$ cat src/rtl/bellman_pkg.sv
// Shared types for the Bellman relaxation scheduler.
// Edge-update bundle and scheduler state encoding.
package bellman_pkg;

    localparam int NODES    = 8;
    localparam int PRED_W   = 3;
    localparam int WEIGHT_W = 32;

    typedef struct packed {
        logic [PRED_W-1:0]          row;
        logic [PRED_W-1:0]          col;
        logic signed [WEIGHT_W-1:0] weight;
    } edge_upd_t;

    typedef enum logic [1:0] {
        IDLE,
        DRAIN,
        RUN,
        REPORT
    } sched_state_t;

endpackage

$ cat src/rtl/bellman_sched_fifo.sv
// Small synchronous FIFO buffering edge-weight updates.
// Pointers wrap modulo DEPTH; count is one bit wider to tell full from empty.
module upd_fifo
    import bellman_pkg::*;
#(
    parameter int DEPTH = 4,
    localparam int AW = $clog2(DEPTH)
) (
    input  logic        clk,
    input  logic        reset,
    input  logic        push,
    input  logic        pop,
    input  edge_upd_t   din,
    output logic        full,
    output logic        empty,
    output logic [AW:0] count,
    output edge_upd_t   head
);

    edge_upd_t     mem_q [DEPTH];
    edge_upd_t     mem_d [DEPTH];
    logic [AW-1:0] wr_ptr_q;
    logic [AW-1:0] wr_ptr_d;
    logic [AW-1:0] rd_ptr_q;
    logic [AW-1:0] rd_ptr_d;
    logic [AW:0]   count_q;
    logic [AW:0]   count_d;
    logic          do_push;
    logic          do_pop;

    assign full    = (count_q == (AW+1)'(DEPTH));
    assign empty   = (count_q == '0);
    assign count   = count_q;
    assign head    = mem_q[rd_ptr_q];
    assign do_push = push && !full;
    assign do_pop  = pop && !empty;

    // Next storage, pointer and occupancy values
    always_comb begin
        mem_d    = mem_q;
        wr_ptr_d = wr_ptr_q;
        rd_ptr_d = rd_ptr_q;
        count_d  = count_q;
        if (do_push) begin
            mem_d[wr_ptr_q] = din;
            wr_ptr_d        = wr_ptr_q + 1'b1;
        end
        if (do_pop) begin
            rd_ptr_d = rd_ptr_q + 1'b1;
        end
        unique case ({do_push, do_pop})
            2'b10:   count_d = count_q + 1'b1;
            2'b01:   count_d = count_q - 1'b1;
            default: count_d = count_q;
        endcase
    end

    // FIFO state registers; reset discards all contents
    always_ff @(posedge clk or posedge reset) begin
        if (reset) begin
            for (int i = 0; i < DEPTH; i++) begin
                mem_q[i] <= '0;
            end
            wr_ptr_q <= '0;
            rd_ptr_q <= '0;
            count_q  <= '0;
        end else begin
            mem_q    <= mem_d;
            wr_ptr_q <= wr_ptr_d;
            rd_ptr_q <= rd_ptr_d;
            count_q  <= count_d;
        end
    end

endmodule

$ cat src/rtl/bellman_sched.sv
// Sequencer owning the adjmat write port and the Bellman run handshake.
// Optional RUN watchdog with timeout port: define BELLMAN_SCHED_TIMEOUT_EN.
module bellman_sched #(
    parameter int NODES      = 8,
    parameter int PRED_W     = 3,
    parameter int WEIGHT_W   = 32,
    parameter int FIFO_DEPTH = 4
`ifdef BELLMAN_SCHED_TIMEOUT_EN
    ,
    parameter int TIMEOUT_CYCLES = 65535
`endif
) (
    input  logic                clk,
    input  logic                reset,
    input  logic                upd_valid,
    output logic                upd_ready,
    input  logic [PRED_W-1:0]   upd_row,
    input  logic [PRED_W-1:0]   upd_col,
    input  logic [WEIGHT_W-1:0] upd_weight,
    input  logic                run_req,
    output logic                bellman_reset,
    input  logic                bellman_done,
    output logic                adjmat_we,
    output logic [PRED_W-1:0]   adjmat_wr_row,
    output logic [PRED_W-1:0]   adjmat_wr_col,
    output logic [WEIGHT_W-1:0] adjmat_wr_data,
    output logic                busy,
    output logic                result_valid,
    output logic [15:0]         run_count
`ifdef BELLMAN_SCHED_TIMEOUT_EN
    ,
    output logic                timeout
`endif
);

    import bellman_pkg::*;

    localparam int AW = $clog2(FIFO_DEPTH);

    sched_state_t state_q;
    sched_state_t state_d;

    edge_upd_t   upd_in;
    edge_upd_t   fifo_head;
    logic        fifo_push;
    logic        fifo_pop;
    logic        fifo_full;
    logic        fifo_empty;
    logic [AW:0] fifo_count;

    logic        dirty_q;
    logic        dirty_d;
    logic        we_q;
    logic        we_d;
    edge_upd_t   wr_q;
    edge_upd_t   wr_d;
    logic [15:0] run_count_q;
    logic [15:0] run_count_d;

`ifdef BELLMAN_SCHED_TIMEOUT_EN
    logic [31:0] wd_q;
    logic [31:0] wd_d;
    logic        timeout_q;
    logic        timeout_d;
    logic        wd_hit;

    assign wd_hit  = (wd_q == 32'(TIMEOUT_CYCLES - 1));
    assign timeout = timeout_q;
`endif

    assign upd_in    = '{row: upd_row, col: upd_col, weight: upd_weight};
    assign upd_ready = (fifo_count != (AW+1)'(FIFO_DEPTH));
    assign fifo_push = upd_valid && !fifo_full;

    upd_fifo #(
        .DEPTH(FIFO_DEPTH)
    ) u_fifo (
        .clk  (clk),
        .reset(reset),
        .push (fifo_push),
        .pop  (fifo_pop),
        .din  (upd_in),
        .full (fifo_full),
        .empty(fifo_empty),
        .count(fifo_count),
        .head (fifo_head)
    );

    // Scheduler state register
    always_ff @(posedge clk or posedge reset) begin
        if (reset) begin
            state_q <= IDLE;
        end else begin
            state_q <= state_d;
        end
    end

    // Next-state: pending updates drain before any run may start
    always_comb begin
        state_d = state_q;
        unique case (state_q)
            IDLE: begin
                if (!fifo_empty) begin
                    state_d = DRAIN;
                end else if (dirty_q || run_req) begin
                    state_d = RUN;
                end
            end
            DRAIN: begin
                if (fifo_empty && !we_q) begin
                    state_d = IDLE;
                end
            end
            RUN: begin
                if (bellman_done) begin
                    state_d = REPORT;
                end
`ifdef BELLMAN_SCHED_TIMEOUT_EN
                else if (wd_hit) begin
                    state_d = REPORT;
                end
`endif
            end
            REPORT: begin
                state_d = IDLE;
            end
            default: begin
                state_d = IDLE;
            end
        endcase
    end

    // Datapath controls: FIFO pop, adjmat write register, dirty, counters
    always_comb begin
        fifo_pop    = 1'b0;
        we_d        = 1'b0;
        wr_d        = wr_q;
        dirty_d     = dirty_q;
        run_count_d = run_count_q;
`ifdef BELLMAN_SCHED_TIMEOUT_EN
        wd_d        = '0;
        timeout_d   = 1'b0;
`endif
        unique case (state_q)
            IDLE: begin
                if (state_d == RUN) begin
                    dirty_d = 1'b0;
                end
            end
            DRAIN: begin
                if (!fifo_empty) begin
                    fifo_pop = 1'b1;
                    we_d     = 1'b1;
                    wr_d     = fifo_head;
                    dirty_d  = 1'b1;
                end
            end
            RUN: begin
`ifdef BELLMAN_SCHED_TIMEOUT_EN
                wd_d = wd_q + 32'd1;
                if (!bellman_done && wd_hit) begin
                    timeout_d = 1'b1;
                    dirty_d   = 1'b1;
                end
`endif
                if (state_d == REPORT) begin
                    run_count_d = run_count_q + 16'd1;
                end
            end
            REPORT: begin
                dirty_d = dirty_q;
            end
            default: begin
                dirty_d = dirty_q;
            end
        endcase
    end

    // Datapath registers
    always_ff @(posedge clk or posedge reset) begin
        if (reset) begin
            dirty_q     <= 1'b0;
            we_q        <= 1'b0;
            wr_q        <= '0;
            run_count_q <= '0;
`ifdef BELLMAN_SCHED_TIMEOUT_EN
            wd_q        <= '0;
            timeout_q   <= 1'b0;
`endif
        end else begin
            dirty_q     <= dirty_d;
            we_q        <= we_d;
            wr_q        <= wr_d;
            run_count_q <= run_count_d;
`ifdef BELLMAN_SCHED_TIMEOUT_EN
            wd_q        <= wd_d;
            timeout_q   <= timeout_d;
`endif
        end
    end

    // Outputs decoded from registered state
    always_comb begin
        bellman_reset  = (state_q != RUN);
        busy           = (state_q != IDLE);
        result_valid   = (state_q == REPORT);
        adjmat_we      = we_q;
        adjmat_wr_row  = wr_q.row;
        adjmat_wr_col  = wr_q.col;
        adjmat_wr_data = wr_q.weight;
        run_count      = run_count_q;
    end

    // Accepted updates must address an existing vertex
    assert property (@(posedge clk) disable iff (reset)
        (upd_valid && upd_ready) |-> (int'(upd_row) < NODES && int'(upd_col) < NODES));

endmodule
$ cat config.mk
export PLATFORM = sky130hd
export DESIGN_NAME = bellman_sched
export DESIGN_NICKNAME = d
export VERILOG_FILES = /design/src/rtl/bellman_pkg.sv /design/src/rtl/bellman_sched_fifo.sv /design/src/rtl/bellman_sched.sv
export SDC_FILE = /design/constraint.sdc
export NUM_CORES = 1
export LEC_CHECK = 0
export ABC_CLOCK_PERIOD_IN_PS = 12000
export CAP_MARGIN = 20
export CORE_ASPECT_RATIO = 0.5
export CORE_MARGIN = 4
export CORE_UTILIZATION = 50
export CTS_CLUSTER_DIAMETER = 100
export DETAILED_ROUTE_END_ITERATION = 12
export GPL_TIMING_DRIVEN = 1
export PLACE_DENSITY = 0.8
export SLEW_MARGIN = 0
export SYNTH_ARGS = -nofsm -noshare
export SYNTH_HDL_FRONTEND = slang
export SYNTH_SLANG_ARGS = --single-unit
$ cat constraint.sdc
create_clock -name clk -period 12 [get_ports clk]
set_input_delay 1.2 -clock clk [delete_from_list [all_inputs] [get_ports clk]]
set_output_delay 1.2 -clock clk [all_outputs]
set_load 0.005 [all_outputs]
# Yosys cells after proc, flatten, opt, wreduce, memory -nomap -nowiden
# Cells that the tools add are included.
# Widths: inputs -> output; s select.
# word_totals
register_bits	217
elab_cells	79
out_inout_bits	59
# op_classes
n_bitwise	3
reduce_logical	17
mux	17
add_sub_neg	5
n_eq_ne	12
order_cmp	3
# op_table
operator	n
$bwmux 152	1
$mux 38	3
$bmux 38 s2	1
$demux 38 s2	1
$add 16x1->16 const B	1
$eq 2x2->1 const B	5
$mux 2	4
$pmux 2 s4	1
$ge 3x3->1 const B	2
$ne 2x2->1 const B	3
$not 2->3	2
$pmux 3 s2	1
$reduce_bool 2->1	3
$logic_and 1x1->1	5
$add 2x1->2 const B	2
$eq 2x1->1 const B	2
$mux 1	4
$reduce_and 2->1	2
$add 3x1->3 const B	1
$eq 3x3->1 const B	1
$logic_not 1->1	3
$logic_not 3->1	1
$lt 3x1->1 const B	1
$ne 3x3->1 const B	1
other kinds (6)	6

# Depth between registers and ports, before layout
# Gate-level depths: netlist (run 1).
# depth
ltp_word	7
mapped_depth	10
depth_no_buf	9

# Modules after synthesis
# Synthesis (run 1) repeated with hierarchy kept, for this count alone.
# hier_totals
hier_cells	569
hier_area_um2	9359.0
# by_module_without_submodules
mod	area_each_um2	cells_each	n_inst
upd_fifo	7015.5	408	1
bellman_sched	2343.5	161	1

# Worst setup path after synthesis (run 1)
# OpenSTA, ideal clock, no wires.
# synth_path
path_type	in2reg
start	input upd_valid
end	register u_fifo.count_q[2] (netlist: u_fifo.count[2])
slack_ns	9.563
required_time_ns	11.921
stages	8
arrival_time_ns	2.358
n_path_buf	0
cell_sequence	a21boi_4 inv_1 ha_1 inv_1 fa_1 xor2_1 nor2_1 xor2_1
# synth_between
elab_chain_cells	4
# synth_rtl
item	line_no	source
start, declared	bellman_sched.sv:15	input logic upd_valid,
$logic_and 1x1->1 (*)	bellman_sched.sv:73	assign fifo_push = upd_valid && !fifo_full;
$logic_and 1x1->1 (*)	bellman_sched_fifo.sv:35	assign do_push = push && !full;
$eq 2x1->1 / $eq 2x2->1 (equally long branches)	bellman_sched_fifo.sv:51	unique case ({do_push, do_pop})
$pmux 3 s2 / $reduce_bool 2->1 (equally long branches)	--	
end signal, assigned	bellman_sched_fifo.sv:71	count_q <= count_d;
end, declared	bellman_sched_fifo.sv:26	logic [AW:0] count_q;
# Mark *: on every way between the ends. The rest lies on a longest branch, timed or not.
# A chain may end at the register's enable or synchronous reset.

# Worst setup path in the final report (run 1)
# layout_path
start	register u_fifo.count_q[0] (netlist: u_fifo.count[0])
end	output upd_ready
# layout_between
elab_chain_cells	1
# layout_rtl
item	line_no	source
$ne 3x3->1	bellman_sched.sv:72	assign upd_ready = (fifo_count != (AW+1)'(FIFO_DEPTH));
end, declared	bellman_sched.sv:16	output logic upd_ready,
# No other way between the ends.

==> reports/results.ini, run 1 <==
[floorplan]
start_util_pct = 51.0
die_area_mm2 = 0.0211
die_w_um = 202
fp-row-count = 35
fp.dieH_um = 105
io_pins = 102
fp.coreArea_mm2 = 0.0184

[detailed_routing]
wl_um = 17600
wl_per_cell_um = 19.4
drtPass1Iterations = 4
route.detailed.drc = 0
drtIter0Drc = 233
via_per_inst = 5.45
vias = 4956
ant_nets = 0

[critical_path]
r2r_cells = 8
crit_path_end = upd_ready
critPathKind = flip-flop to primary output
crit_arrival_ns = 1.74
crit_path_end_kind = primary output
cp_max_fo = 5
max_stage_delay_ns = 0.46
setup.worst_path.start_class = flip-flop
crit_start = u_fifo.count[0]
timing.rr.start = u_fifo.count[2]
r2r_setup_slack_ns = 9.36
cp_cell_sequence = nor2_1 -> nand2_1 -> clkdlybuf4s50_1
slowest_stage = clkdlybuf4s50_1
cp.required_ns = 10.80
reg2reg_to = u_fifo.count[2]

[clocking]
cts_buffers = 20
cts.sinks = 217
cts_root_buf = clkbuf_16
clk_pin_slew_ns = 0.06
ctsHoldBuffers = 0
clkLatencyLatePin_ns = 0.49
htree_levels = 1
cts-resized-gates = 0
cts_tree = done
cts_setup_buffers = 0
cts.path.max_buffers = 3

[synth]
synth_top_area_share_pct = 57.9
yosys.area_share.xor_xnor_pct = 1.96
synth_edf_count = 0
synth_compound_area_share_pct = 0.574
synth_top_family_by_area = multiplexers
syn_area_mm2 = 0.00938
ys_ff_latch = 217
async_reset_ff_share_pct = 100
yosysUniqueCellTypes = 29
synthAdderAreaFrac_pct = 1.01
synthCells = 562
syn_avg_cell_area_um2 = 16.7
synth.area.mux_share_pct = 33.6
synth_flop_cell = dfrtp_1
synthSimpleGateAreaFrac_pct = 2.15
seq_area_frac_synth_pct = 57.9
synthTopCellsByArea = dfrtp_1 (58%), mux2_2 (16%), mux4_2 (9.1%)
synth.most_common_cell = dfrtp_1
netlist_top_cells_count = dfrtp_1 (217), mux2_2 (131), mux4_2 (38)
synth_top_area_cell = dfrtp_1
syn-num-nets = 612
synth_warnings = 0

[timing]
layout_min_cycle_time_ns = 2.94
finClkSkew_ns = 0.00984
setup_tns_ns = 0
holdWs_ns = 0.482
fmax_mhz = 340
worstMarginPinSlew_ns = 1.08
finalCritPeriodShare_pct = 24.5
finalHoldViolations = 0
layout_setup_ws_ns = 9.06
drv_slew = 0
timing.slew.headroom_pct = 27.6
rsz0062_at_grt = no
setup_viol = 0

[place]
post-place-ws_ns = 8.44
dp_hpwl_um = 10700
placed_cell_area_mm2 = 0.0105
io_buffers = 101
gp_congestion = 0.729
dp_cells = 875

[grt]
grt_usage_pct = 17.0
grt_max_degree = 140
grt_pass1_wl_um = 29400
grt_overflow = 0
antenna_found_initial = 1
grt_pass1_vias = 5435

[finish]
finish.utilization_pct = 60.9
nNetsFinal = 709
final_cell_area_mm2 = 0.0112
fillers = 1338
finalNonFillerCells = 910
antenna_cells = 0
layout-drive-gt1-share_pct = 37.5
areaGrowthSynthToFinish_pct = 19.4

[hold_path]
worstHoldStart = run_count[15]
hold_class = flip-flop to flip-flop

[power_and_ir_drop]
finalPower_mw = 3.15
p_leak_nw = 4.85
power.density_mw_per_mm2 = 282
max-vdd-ir-drop_mv = 0.109

[run]
cap_violations = 0

[status]
status = complete, no violations

layout make-up:
class | count | area, µm² | share of cell area, %
Clock inverter | 5 | 53.8 | 0.480
Multi-Input combinational cell | 306 | 3700 | 33.1
Sequential cell | 217 | 5440 | 48.5
Timing Repair Buffer | 105 | 1090 | 9.69
Clock buffer | 28 | 582 | 5.19
Tap cell | 240 | 300 | 2.68
Inverter | 9 | 41.3 | 0.369
worst max-delay path: cells and delay by family (launching register included):
family                 cells  cell delay [ns]
buffers and inverters      1             0.46
flip-flops                 1             0.43
AND/OR/NAND/NOR            2             0.37
cells by family (layout without fill, tap and decap cells):
logic type,Yosys count,in the layout
muxes,230,230
DFF,217,217
and+or+nand+nor,40,40
buffers and inverters,39,147
xor gates and xnor gates,21,21
AOI/OAI and AO/OA,8,8
adders and majority gates,7,7
report_power, final:
part	switching, mW	internal (mW)
Sequential	0.250	1.09
Combinational	0.367	0.829
Clock	0.263	0.359
worst min path at each step:
stage | end | slack (ns) | cells past startpoint
detailed placement | u_fifo.mem_q[72] | 0.48 | 1
floorplan | u_fifo.mem_q[56] | 0.46 | 1
finish | run_count[15] | 0.48 | 1
global placement | run_count[15] | 0.46 | 1
CTS | run_count[15] | 0.49 | 1
global route | u_fifo.mem_q[67] | 0.50 | 1
registers in the layout (all words and copies together) (netlist names):
signal and cells:
u_fifo.count 3, adjmat_wr_data 32, u_fifo.mem_q 152, u_fifo.rd_ptr_q 2
adjmat_wr_col 3, dirty_q 1, u_fifo.wr_ptr_q 2, adjmat_we 1
adjmat_wr_row 3, state_q 2, run_count 16
cells in the final DEF (no fill, tap or decap), types with 8 or more instances in the layout:
| cell type | netlist | layout |
|---|---|---|
| inv_1 | 9 | 8 |
| mux2_2 | 131 | 131 |
| mux2_1 | 23 | 23 |
| clkdlybuf4s50_1 | 0 | 101 |
| xnor2_1 | 15 | 15 |
| clkbuf_16 | 0 | 21 |
| dfrtp_1 | 217 | 215 |
| mux4_2 | 38 | 38 |
| nand2_1 | 14 | 10 |
| mux2_4 | 37 | 37 |
metal layers:
metal	vias up	wire, µm	share of wire [%]	GRT usage (%)
met5	-	14	0.079	0
met3	24	561	3.2	3.16
met1	2619	8100	46	24.0
met2	72	8700	49	28.4
met4	2	252	1.4	3.07
li1	2239	-	-	-
Note: power is estimated with default switching activity, not from simulation.
==> run 2: changes to the inputs <==
- ABC_CLOCK_PERIOD_IN_PS: 12000 -> 2550
- PLACE_DENSITY: 0.8 -> 0.83
- clock period: 12 -> 2.55 ns (I/O delays scaled with it)
==> reports/results.ini, run 2 (same netlist as run 1, synthesis figures left out) <==
[status]
status = complete, no violations  ; unchanged

[floorplan]
die_w_um = 202  ; unchanged
die_area_mm2 = 0.0211  ; unchanged
fp-row-count = 35  ; unchanged
start_util_pct = 51.0  ; unchanged
fp.dieH_um = 105  ; unchanged
io_pins = 102  ; unchanged
fp.coreArea_mm2 = 0.0184  ; unchanged

[detailed_routing]
route.detailed.drc = 0  ; unchanged
via_per_inst = 5.47  ; was 5.45
drtIter0Drc = 192  ; was 233
drtPass1Iterations = 4  ; unchanged
wl_per_cell_um = 19.5  ; was 19.4 µm
ant_nets = 0  ; unchanged
vias = 5040  ; was 4956
wl_um = 17900  ; was 17600 µm

[clocking]
cts.sinks = 217  ; unchanged
clk_pin_slew_ns = 0.06  ; about the same
cts_buffers = 20  ; unchanged
cts_root_buf = clkbuf_16  ; unchanged
ctsHoldBuffers = 0  ; unchanged
cts.path.max_buffers = 3  ; unchanged
clkLatencyLatePin_ns = 0.49  ; about the same
htree_levels = 1  ; unchanged
cts_setup_buffers = 0  ; unchanged
cts-resized-gates = 0  ; unchanged
cts_tree = done  ; unchanged

[critical_path]
crit_path_end_kind = flip-flop  ; was primary output
crit_arrival_ns = 2.41  ; was 1.74 ns
timing.rr.start = u_fifo.count[2]  ; unchanged
setup.worst_path.start_class = flip-flop  ; unchanged
reg2reg_to = adjmat_wr_row[1]  ; was u_fifo.count[2]
r2r_cells = 4  ; was 8
cp_max_fo = 41  ; was 5
cp.required_ns = 2.93  ; was 10.80 ns
r2r_setup_slack_ns = 0.51  ; was 9.36 ns
critPathKind = flip-flop to flip-flop  ; was flip-flop to primary output

[grt]
grt_pass1_vias = 5532  ; was 5435
grt_max_degree = 71  ; was 140
grt_usage_pct = 17.4  ; was 17.0%
grt_pass1_wl_um = 30000  ; was 29400 µm
grt_overflow = 0  ; unchanged
antenna_found_initial = 0  ; was 1

[run]
cap_violations = 0  ; unchanged

[finish]
layout-drive-gt1-share_pct = 38.2  ; was 37.5%
areaGrowthSynthToFinish_pct = 20.0  ; was 19.4%
final_cell_mix = dfrtp_1 (215), mux2_2 (131), clkdlybuf4s50_1 (101)  ; unchanged
antenna_cells = 0  ; unchanged
max_flop_register = u_fifo.mem_q  ; unchanged
nNetsFinal = 718  ; was 709
largest_register_ffs = 152  ; unchanged
fillers = 1321  ; was 1338
final_common_cell = dfrtp_1  ; unchanged
finalNonFillerCells = 921  ; was 910

[power_and_ir_drop]
finalPower_mw = 14.8  ; was 3.15 mW
p_leak_nw = 4.88  ; was 4.85 nW
max-vdd-ir-drop_mv = 0.462  ; was 0.109 mV
power.density_mw_per_mm2 = 1310  ; was 282 mW/mm²

[timing]
finalHoldViolations = 0  ; unchanged
finalCritPeriodShare_pct = 79.9
rsz0062_at_grt = no  ; unchanged
finClkSkew_ns = 0.00808  ; was 0.00984 ns
fmax_mhz = 491
layout_setup_ws_ns = 0.514  ; was 9.06 ns
worstMarginPinSlew_ns = 0.840  ; was 1.08 ns
drv_slew = 0  ; unchanged
layout_min_cycle_time_ns = 2.04
timing.slew.headroom_pct = 44.0  ; was 27.6%
holdWs_ns = 0.175  ; was 0.482 ns
setup_viol = 0  ; unchanged

[place]
dp_cells = 886  ; was 875
gp_congestion = 0.738  ; was 0.729
post-place-ws_ns = 0.516  ; was 8.44 ns
dp_hpwl_um = 11300  ; was 10700 µm
io_buffers = 101  ; unchanged

[hold_path]
hold_class = primary input to async pin  ; was flip-flop to flip-flop

==> run 2: cell types whose count changed in the layout (fill, tap and decap cells not counted), sizes merged <==
cell      delta
bufinv       -1
inv          -1
clkbuf       +1
clkinv       +2
buf          +9
clkinvlp     +1
==> run 2: where the power goes <==
| group | internal, mW | switching [mW] | total (mW) |
|---|---|---|---|
| clock network | 1.57 | 1.25 | 2.82 |
| logic | 3.95 | 1.94 | 5.89 |
| registers | 5.12 | 0.966 | 6.09 |
| total | 10.6 | 4.16 | 14.8 |
==> run 2: final cells by class <==
cell class / count / area, µm² / share of cell area, %
multi-input combinational: 306 / 3700 / 32.9
clock inverter: 6 / 33.8 / 0.300
tap: 240 / 300 / 2.67
clock buffer: 29 / 576 / 5.11
sequential: 217 / 5440 / 48.3
inverter: 9 / 37.5 / 0.333
timing repair buffer: 114 / 1170 / 10.4
==> run 2: how the worst max path moves through the flow <==
stage                          startpoint                to  slack [ns]  cells past startpoint
after floorplan                     reset         adjmat_we       -0.53                      1
final                     u_fifo.count[2]  adjmat_wr_row[1]        0.51                      4
after global routing      u_fifo.count[0]   u_fifo.count[2]        0.42                      9
after global placement          upd_valid   u_fifo.count[2]        0.53                      9
after CTS                 u_fifo.count[2]  adjmat_wr_row[1]        0.51                      4
after detailed placement        upd_valid   u_fifo.count[2]        0.52                      9
==> run 2: worst max-delay path, stage by stage, from the launching register on <==
cell and delay (ns):
dfrtp_1 0.46, or3_1 0.19, and3_4 0.19, buf_4 0.65, mux2_2 0.41
==> run 2: per-stage QoR <==
step	setup TNS (ns)	instance area (µm²)	util [%]
2_1_floorplan	-115.25	9380	-
3_3_place_gp	0	10600	57.9
3_5_place_dp	0	10600	57.9
4_1_cts	0	11300	61.2
5_1_grt	0	11300	61.2
6_report	0	11300	61.2
==> run 2: layer usage <==
layer  track usage (%)  wire length (µm)  vias to the layer above
met5                 0                 0                        -
met4              2.92               251                        0
met3              3.13               557                       24
met2              29.5              8810                       67
met1              24.3              8330                     2690
li1                  -                 -                     2259
